===== src/rtl/div_ctrl.sv =====
// div_ctrl: EX-stage initiator for the multi-cycle divider.
// It owns the start/cancel/ready handshake for DIV/DIVU. It holds the operands
// and the signed mode steady while the divider runs, stalls the pipeline until
// a result is back, aborts on flush, and presents {remainder, quotient} as a
// HI/LO write for the single DONE cycle, or longer while EX is held.
module div_ctrl #(
    parameter int DRAIN_CYCLES = 2
) (
    input  logic        clk,
    input  logic        rst,
    input  logic        div_req_i,
    input  logic        signed_i,
    input  logic [31:0] reg1_i,
    input  logic [31:0] reg2_i,
    input  logic        flush_i,
    input  logic        hold_i,
    input  logic [63:0] div_result_i,
    input  logic        div_ready_i,
    output logic        div_start_o,
    output logic        div_cancel_o,
    output logic        div_signed_o,
    output logic [31:0] div_opdata1_o,
    output logic [31:0] div_opdata2_o,
    output logic        stallreq_o,
    output logic        whilo_o,
    output logic [31:0] hi_o,
    output logic [31:0] lo_o
);

    // The drain counter only ever holds DRAIN_CYCLES-1 down to 0.
    localparam int CW = $clog2(DRAIN_CYCLES);

    typedef enum logic [1:0] {
        IDLE  = 2'd0,
        BUSY  = 2'd1,
        DONE  = 2'd2,
        DRAIN = 2'd3
    } DivState;

    DivState state_q, state_d;
    logic [CW-1:0] drainCnt_q, drainCnt_d;
    logic          divStart_q, divStart_d;
    logic          divCancel_q, divCancel_d;
    logic          divSigned_q, divSigned_d;
    logic [31:0]   opData1_q, opData1_d;
    logic [31:0]   opData2_q, opData2_d;
    logic [31:0]   hiResult_q, hiResult_d;
    logic [31:0]   loResult_q, loResult_d;

    // Next-state logic. Cancel defaults low, so it is only a one-cycle pulse.
    // Start drops on every exit from BUSY, and that drop frees the divider.
    always_comb begin
        state_d     = state_q;
        drainCnt_d  = drainCnt_q;
        divStart_d  = divStart_q;
        divCancel_d = 1'b0;
        divSigned_d = divSigned_q;
        opData1_d   = opData1_q;
        opData2_d   = opData2_q;
        hiResult_d  = hiResult_q;
        loResult_d  = loResult_q;

        case (state_q)
            IDLE: begin
                divStart_d = 1'b0;
                if (div_req_i && !flush_i) begin
                    opData1_d   = reg1_i;
                    opData2_d   = reg2_i;
                    divSigned_d = signed_i;
                    divStart_d  = 1'b1;
                    state_d     = BUSY;
                end
            end
            BUSY: begin
                if (flush_i) begin
                    divStart_d  = 1'b0;
                    divCancel_d = 1'b1;
                    drainCnt_d  = CW'(DRAIN_CYCLES - 1);
                    state_d     = DRAIN;
                end else if (div_ready_i) begin
                    hiResult_d = div_result_i[63:32];
                    loResult_d = div_result_i[31:0];
                    divStart_d = 1'b0;
                    state_d    = DONE;
                end
            end
            DONE: begin
                divStart_d = 1'b0;
                if (!hold_i || flush_i) begin
                    state_d = IDLE;
                end
            end
            DRAIN: begin
                divStart_d = 1'b0;
                if (drainCnt_q == '0) begin
                    state_d = IDLE;
                end else begin
                    drainCnt_d = drainCnt_q - CW'(1);
                end
            end
            default: begin
                divStart_d = 1'b0;
                state_d    = IDLE;
            end
        endcase
    end

    // State and registered outputs. Reset clears everything, so a reset that
    // lands mid-divide aborts it silently; the divider shares the same reset.
    always_ff @(posedge clk) begin
        if (rst) begin
            state_q     <= IDLE;
            drainCnt_q  <= '0;
            divStart_q  <= 1'b0;
            divCancel_q <= 1'b0;
            divSigned_q <= 1'b0;
            opData1_q   <= '0;
            opData2_q   <= '0;
            hiResult_q  <= '0;
            loResult_q  <= '0;
        end else begin
            state_q     <= state_d;
            drainCnt_q  <= drainCnt_d;
            divStart_q  <= divStart_d;
            divCancel_q <= divCancel_d;
            divSigned_q <= divSigned_d;
            opData1_q   <= opData1_d;
            opData2_q   <= opData2_d;
            hiResult_q  <= hiResult_d;
            loResult_q  <= loResult_d;
        end
    end

    assign div_start_o   = divStart_q;
    assign div_cancel_o  = divCancel_q;
    assign div_signed_o  = divSigned_q;
    assign div_opdata1_o = opData1_q;
    assign div_opdata2_o = opData2_q;

    // Stall drops in DONE so the instruction can leave EX with its result.
    assign stallreq_o = div_req_i & ~flush_i & (state_q != DONE);
    assign whilo_o    = (state_q == DONE) & ~flush_i;
    assign hi_o       = (state_q == DONE) ? hiResult_q : 32'd0;
    assign lo_o       = (state_q == DONE) ? loResult_q : 32'd0;

endmodule


===== config.mk =====
export PLATFORM = sky130hd
export DESIGN_NAME = div_ctrl
export DESIGN_NICKNAME = d
export VERILOG_FILES = /design/src/rtl/div_ctrl.sv
export SDC_FILE = /design/constraint.sdc
export NUM_CORES = 1
export LEC_CHECK = 0
export BUFFER_PORTS_ARGS = -buffer_cell sky130_fd_sc_hd__buf_4
export CORE_MARGIN = 1.5
export CORE_UTILIZATION = 52
export DETAILED_ROUTE_END_ITERATION = 10
export PLACE_DENSITY = 0.85
export SLEW_MARGIN = 20
export SYNTH_ARGS = -nofsm -noshare
export SYNTH_HDL_FRONTEND = slang
export SYNTH_SLANG_ARGS = --single-unit
export TNS_END_PERCENT = 5

===== constraint.sdc =====
create_clock -name clk -period 2 [get_ports clk]
set_input_delay 0.3 -clock clk [delete_from_list [all_inputs] [get_ports clk]]
set_output_delay 0.3 -clock clk [all_outputs]
set_load 0.02 [all_outputs]

==> results of run 1 <==
-- how the worst max path moves through the flow --
stage                           from        endpoint  slack, ns  cells past startpoint
final                     state_q[1]        hi_o[25]       0.17                      4
after global routing      state_q[1]         whilo_o       0.06                      4
after CTS                 state_q[0]      stallreq_o       0.03                      4
after detailed placement  state_q[0]  loResult_q[16]       0.30                      3
after global placement    state_q[0]  loResult_q[10]       0.40                      3
after floorplan           state_q[0]         hi_o[0]       0.51                      4
-- cell usage after synthesis, drive strengths merged (2+ instances only) --
cell type and number:
nand2b 260, dfxtp 134, mux2i 129, and2 64, clkbuf 35, buf 18
a311oi 2, nand2 2, nor2b 2, nor3 2, or3b 2
-- layout make-up --
type                            instances  area share
Clock buffer                           20      0.0493
Tap cell                              168      0.0232
Sequential cell                       134       0.297
Timing Repair Buffer                  276       0.236
Multi-Input combinational cell        471       0.384
Clock inverter                         11      0.0115
-- cell families (layout without fill, tap and decap cells) --
family,count (synthesis),in the layout,synth area share
compound gates,6,6,0.00707
buf+inv,53,307,0.0604
flops,134,134,0.410
mux,129,129,0.197
simple gates,336,336,0.325
-- flip-flops by register name, indices dropped and copies added (netlist names) --
register and count:
div_signed_o 1, div_cancel_o 1, div_start_o 1, div_opdata1_o 32
loResult_q 32, state_q 2, drainCnt_q 1, div_opdata2_o 32
hiResult_q 32
-- placed cells by master, fill, tap and decap left out, types with 5 or more instances in the layout --
| master | netlist | final |
|---|---|---|
| buf_12 | 10 | 5 |
| dfxtp_1 | 134 | 132 |
| clkbuf_16 | 0 | 17 |
| nand2b_1 | 260 | 260 |
| buf_4 | 3 | 271 |
| mux2i_1 | 129 | 129 |
| clkinvlp_4 | 0 | 5 |
| and2_1 | 64 | 64 |
-- timing repair --
action                                 4_1_cts  5_1_grt
cloned                                       0        0
endpoints found under the hold margin        0        0
setup endpoints to repair                   32       51
gates resized for setup                      1        2
-- where the power goes --
part           total (mW)  internal (mW)  switching (mW)  leakage (nW)
clock network        2.89           1.74            1.16         0.255
logic               0.911          0.501           0.410          2.50
registers            2.85           2.78          0.0682          1.09
total                6.65           5.02            1.64          3.84
-- through the flow --
stage,cell area (sq um),setup slack [ns],instances,utilization
final,9060,0.167,1080,0.745
after global routing,9060,0.0605,1080,0.745
after CTS,9050,0.0345,1080,0.744
after detailed placement,8500,0.304,1049,0.699
after global placement,8500,0.400,1049,0.699
after floorplan,6550,0.514,658,-
-- layer usage --
layer  routed length, microns  up-vias  track usage
li1                         -     2592            -
met1                     6350     2380        0.264
met2                     8030      185        0.430
met3                     1400       14       0.0896
met4                      197        0       0.0790
met5                        0        -            0
-- worst max-delay path, cell delays in order, from the launching register on --
cell     delay (ns)
dfxtp_4        0.40
nor2b_4        0.19
buf_12         0.19
and2_1         0.18
buf_4          0.15
==> impl_metrics.py, run 1 <==
metrics = {
    "clock_tree": {
        "clockBufferDepth": 2,
        "clkTransAtPathRegs_ns": 0.06,
        "clock-root-buffer": "clkbuf_16",
        "cts_buffers": 17,
        "h-tree-depth": 4,
        "clock_latency_ns": 0.41,
        "numClockSinks": 134,
        "cts_hold_buf": 0,
        "cts_tree": "built",
        "post_cts.repair.setup_buffers": 0,
    },
    "grt": {
        "grt_pass1_wl_microns": 25000,
        "grt_pass1_vias": 5227,
        "grt_max_degree": 133,
        "grt_overflow": 0,
        "antenna_found_initial": 0,
        "grt_use_total": 0.240,
    },
    "route": {
        "drc": 0,
        "drtIter0Drc": 207,
        "via_per_inst": 4.79,
        "drt_pass1_iterations": 4,
        "vias": 5171,
        "wire_per_inst_microns": 14.8,
        "antenna_left": 0,
        "wl_microns": 16000,
    },
    "yosys": {
        "seq_area_frac_synth": 0.410,
        "synth_top_cell_area_share": 0.410,
        "synth.ff_latch_count": 134,
        "synth_edf_count": 0,
        "synth_area_leader_cell": "dfxtp_1",
        "syn-cell-area_sq_um": 6550,
        "syn_avg_cell_area_sq_um": 9.95,
        "syn-num-nets": 793,
        "synth_top_flop_cell": "dfxtp_1",
        "async_flop_share": 0,
        "yosysUniqueCellTypes": 23,
        "synth_warnings": 0,
        "syn-instance-count": 658,
        "synthTopCellsByArea": "dfxtp_1, nand2b_1, mux2i_1",
    },
    "cells_and_area": {
        "final_nets": 1035,
        "fillCellCount": 852,
        "areaGrowthSynthToFinish_pct": 38.4,
        "regArea_sq_um": 2690,
        "layout-drive-gt1-share": 0.340,
        "n_antenna_cell": 0,
        "multiInputGateArea_sq_um": 3470,
    },
    "placed_design": {
        "dp_hpwl_microns": 11700,
        "portBuffers": 267,
        "gp_congestion": 0.766,
    },
    "floorplan": {
        "dieHeight_microns": 115,
        "ios": 268,
        "dieArea_sq_um": 13300,
        "start_util": 0.538,
        "num_rows": 40,
        "core-area_sq_um": 12200,
        "die_w_microns": 115,
    },
    "critical_path": {
        "r2r_cells": 3,
        "r2r_end": "loResult_q[19]",
        "cp-end-kind": "primary output",
        "crit_type": "reg -> out",
        "cp.required_ns": 1.70,
        "r2r_start": "state_q[0]",
        "worstPathArrival_ns": 1.53,
        "worstSetupStartpointType": "flop",
        "r2r_slack_ns": 0.48,
        "crit_fanout": 47,
    },
    "power_and_ir_drop": {
        "p_leak_nw": 3.84,
        "powerDensity_nw_per_um2": 735,
        "ir_drop_v": 0.000444,
        "power.total_mw": 6.65,
    },
    "sta": {
        "whs_ns": 0.155,
        "fin_crit_sh": 0.917,
        "period_needed_ns": 1.83,
        "rsz0062_at_grt": "false",
        "worst_pin_slew_ns": 0.470,
        "fin_tns_setup_ns": 0,
        "finalHoldViolations": 0,
        "slew_violations": 0,
        "skew_ns": 0.0111,
        "finalSetupViolCount": 0,
        "fmax_mhz": 545,
        "slew_headroom": 0.686,
    },
    "run": {
        "max-cap-violations": 0,
    },
    "hold_path": {
        "hold_depth": 3,
        "hold_path_class": "in -> reg",
        "whs_endpoint": "div_opdata2_o[22]",
        "min_from": "reg2_i[22]",
    },
    "run_status": {
        "status": "completed",
    },
}
Power figures use the tool's default switching activity.
==> inputs of run 2 (changes only) <==
- CELL_PAD_IN_SITES_DETAIL_PLACEMENT: not set -> 1
- CELL_PAD_IN_SITES_GLOBAL_PLACEMENT: not set -> 1
- CORE_UTILIZATION: 52 -> 39
- PLACE_DENSITY: 0.85 -> not set
- PLACE_DENSITY_LB_ADDON: not set -> 0.1
==> run 2 against run 1 <==
Clock skew barely moved. Fmax fell by 2.2%. Largest cell class unchanged. Highest routed layer unchanged. Via count rose by 1.3%.
==> impl_metrics.py, run 2 (synthesis gave the netlist of run 1 again) <==
metrics = {
    "critical_path": {
        "worstSetupStartpointType": "flop",
        "cp-end-kind": "primary output",
        "crit_fanout": 18,
        "crit_type": "reg -> out",
        "path_cells": "nor2b_4 > buf_4 > and2_1 > buf_4",
        "crit_buf_inv": 2,
        "cp.depth": 4,
        "cpMaxStageDelayCell": "dfxtp_4",
        "cpMostUsedCell": "buf_4",
        "worstPathArrival_ns": 1.58,
        "cp_top_family": "flip-flops",
        "cp.required_ns": 1.70,
        "max_stage_delay_ns": 0.41,
        "r2r_cells": 3,
    },
    "cells_and_area": {
        "fin_util": 0.562,
        "instances_no_fill": 1133,
        "layout_common_cells": "buf_4, nand2b_1, dfxtp_1",
        "n_antenna_cell": 0,
        "final_common_cell": "buf_4",
        "fin_area_sq_um": 9250,
        "areaGrowthSynthToFinish_pct": 41.3,
        "final_nets": 1035,
        "layout-drive-gt1-share": 0.343,
    },
    "route": {
        "drt_pass1_iterations": 4,
        "antenna_left": 0,
        "wl_microns": 17700,
        "drtIter0Drc": 203,
        "via_per_inst": 4.62,
        "vias": 5236,
        "wire_per_inst_microns": 15.7,
        "drc": 0,
    },
    "grt": {
        "grt_use_total": 0.207,
        "grt_overflow": 0,
        "grt_max_degree": 85,
        "grt_pass1_wl_microns": 28700,
        "antenna_found_initial": 0,
        "grt_pass1_vias": 5650,
    },
    "floorplan": {
        "dieHeight_microns": 133,
        "start_util": 0.397,
        "num_rows": 47,
        "core-area_sq_um": 16500,
        "die_w_microns": 133,
        "dieArea_sq_um": 17600,
        "ios": 268,
    },
    "sta": {
        "whs_ns": 0.142,
        "finalHoldViolations": 0,
        "fmax_mhz": 533,
        "slew_violations": 0,
        "slew_headroom": 0.667,
        "skew_ns": 0.0114,
        "fin_crit_sh": 0.938,
        "fin_tns_setup_ns": 0,
        "period_needed_ns": 1.88,
        "worst_pin_slew_ns": 0.499,
        "finalSetupViolCount": 0,
        "finalWorstSetupSlack_ns": 0.125,
        "rsz0062_at_grt": "false",
    },
    "clock_tree": {
        "clock-root-buffer": "clkbuf_16",
        "clock_latency_ns": 0.42,
        "cts_tree": "built",
        "post_cts.repair.setup_buffers": 0,
        "cts_buffers": 17,
        "numClockSinks": 134,
        "clockBufferDepth": 2,
        "clkTransAtPathRegs_ns": 0.06,
        "h-tree-depth": 4,
    },
    "power_and_ir_drop": {
        "power.total_mw": 7.16,
        "p_leak_nw": 3.91,
        "powerDensity_nw_per_um2": 774,
        "ir_drop_v": 0.000626,
    },
    "placed_design": {
        "portBuffers": 267,
        "dp.cells": 1101,
        "dp_slack_ns": 0.357,
        "gp_congestion": 0.761,
        "dp_hpwl_microns": 12900,
        "placedInstanceArea_sq_um": 8600,
    },
    "run_status": {
        "status": "completed",
    },
    "hold_path": {
        "hold_path_class": "in -> reg",
        "hold_depth": 3,
    },
    "run": {
        "max-cap-violations": 0,
    },
}
==> run 2: power breakdown <==
part,internal [mW],switching (mW)
sequential,2.78,0.0709
combinational,0.510,0.414
clock,2.18,1.21
==> run 2: layout make-up <==
type                       instances  area, sq um
fill                            1861         7210
multi-input combinational        471         3470
clock inverter                    12          175
clock buffer                      20          467
tap                              220          275
sequential                       134         2690
timing repair buffer             276         2170
==> run 2: repair_timing <==
action,CTS,global route
endpoints found under the setup margin,66,2
gates cloned,0,0
resized for setup,2,1
hold buffers,0,0
endpoints found under the hold margin,0,0
==> run 2: path summary, 6_finish.rpt <==
check | startpoint | to | slack (ns)
setup / recovery | state_q[1] | hi_o[25] | 0.12
hold / removal | reg1_i[6] | div_opdata1_o[6] | 0.14
setup reg to reg | state_q[0] | div_opdata2_o[18] | 0.49
hold reg to reg | hiResult_q[13] | hiResult_q[13] | 0.47
==> run 2: worst min-delay path, stage by stage <==
cell	delay [ns]
buf_4	0.11
nand2b_1	0.05
mux2i_1	0.06
==> run 2: layer usage <==
metal / share of wire / vias to the layer above / GRT usage / wire [microns]
met2: 0.50 / 168 / 0.361 / 8900
met3: 0.077 / 29 / 0.0774 / 1370
met1: 0.40 / 2445 / 0.225 / 7020
met4: 0.025 / 0 / 0.0867 / 447
met5: 0 / - / 0 / 0
li1: - / 2594 / - / -
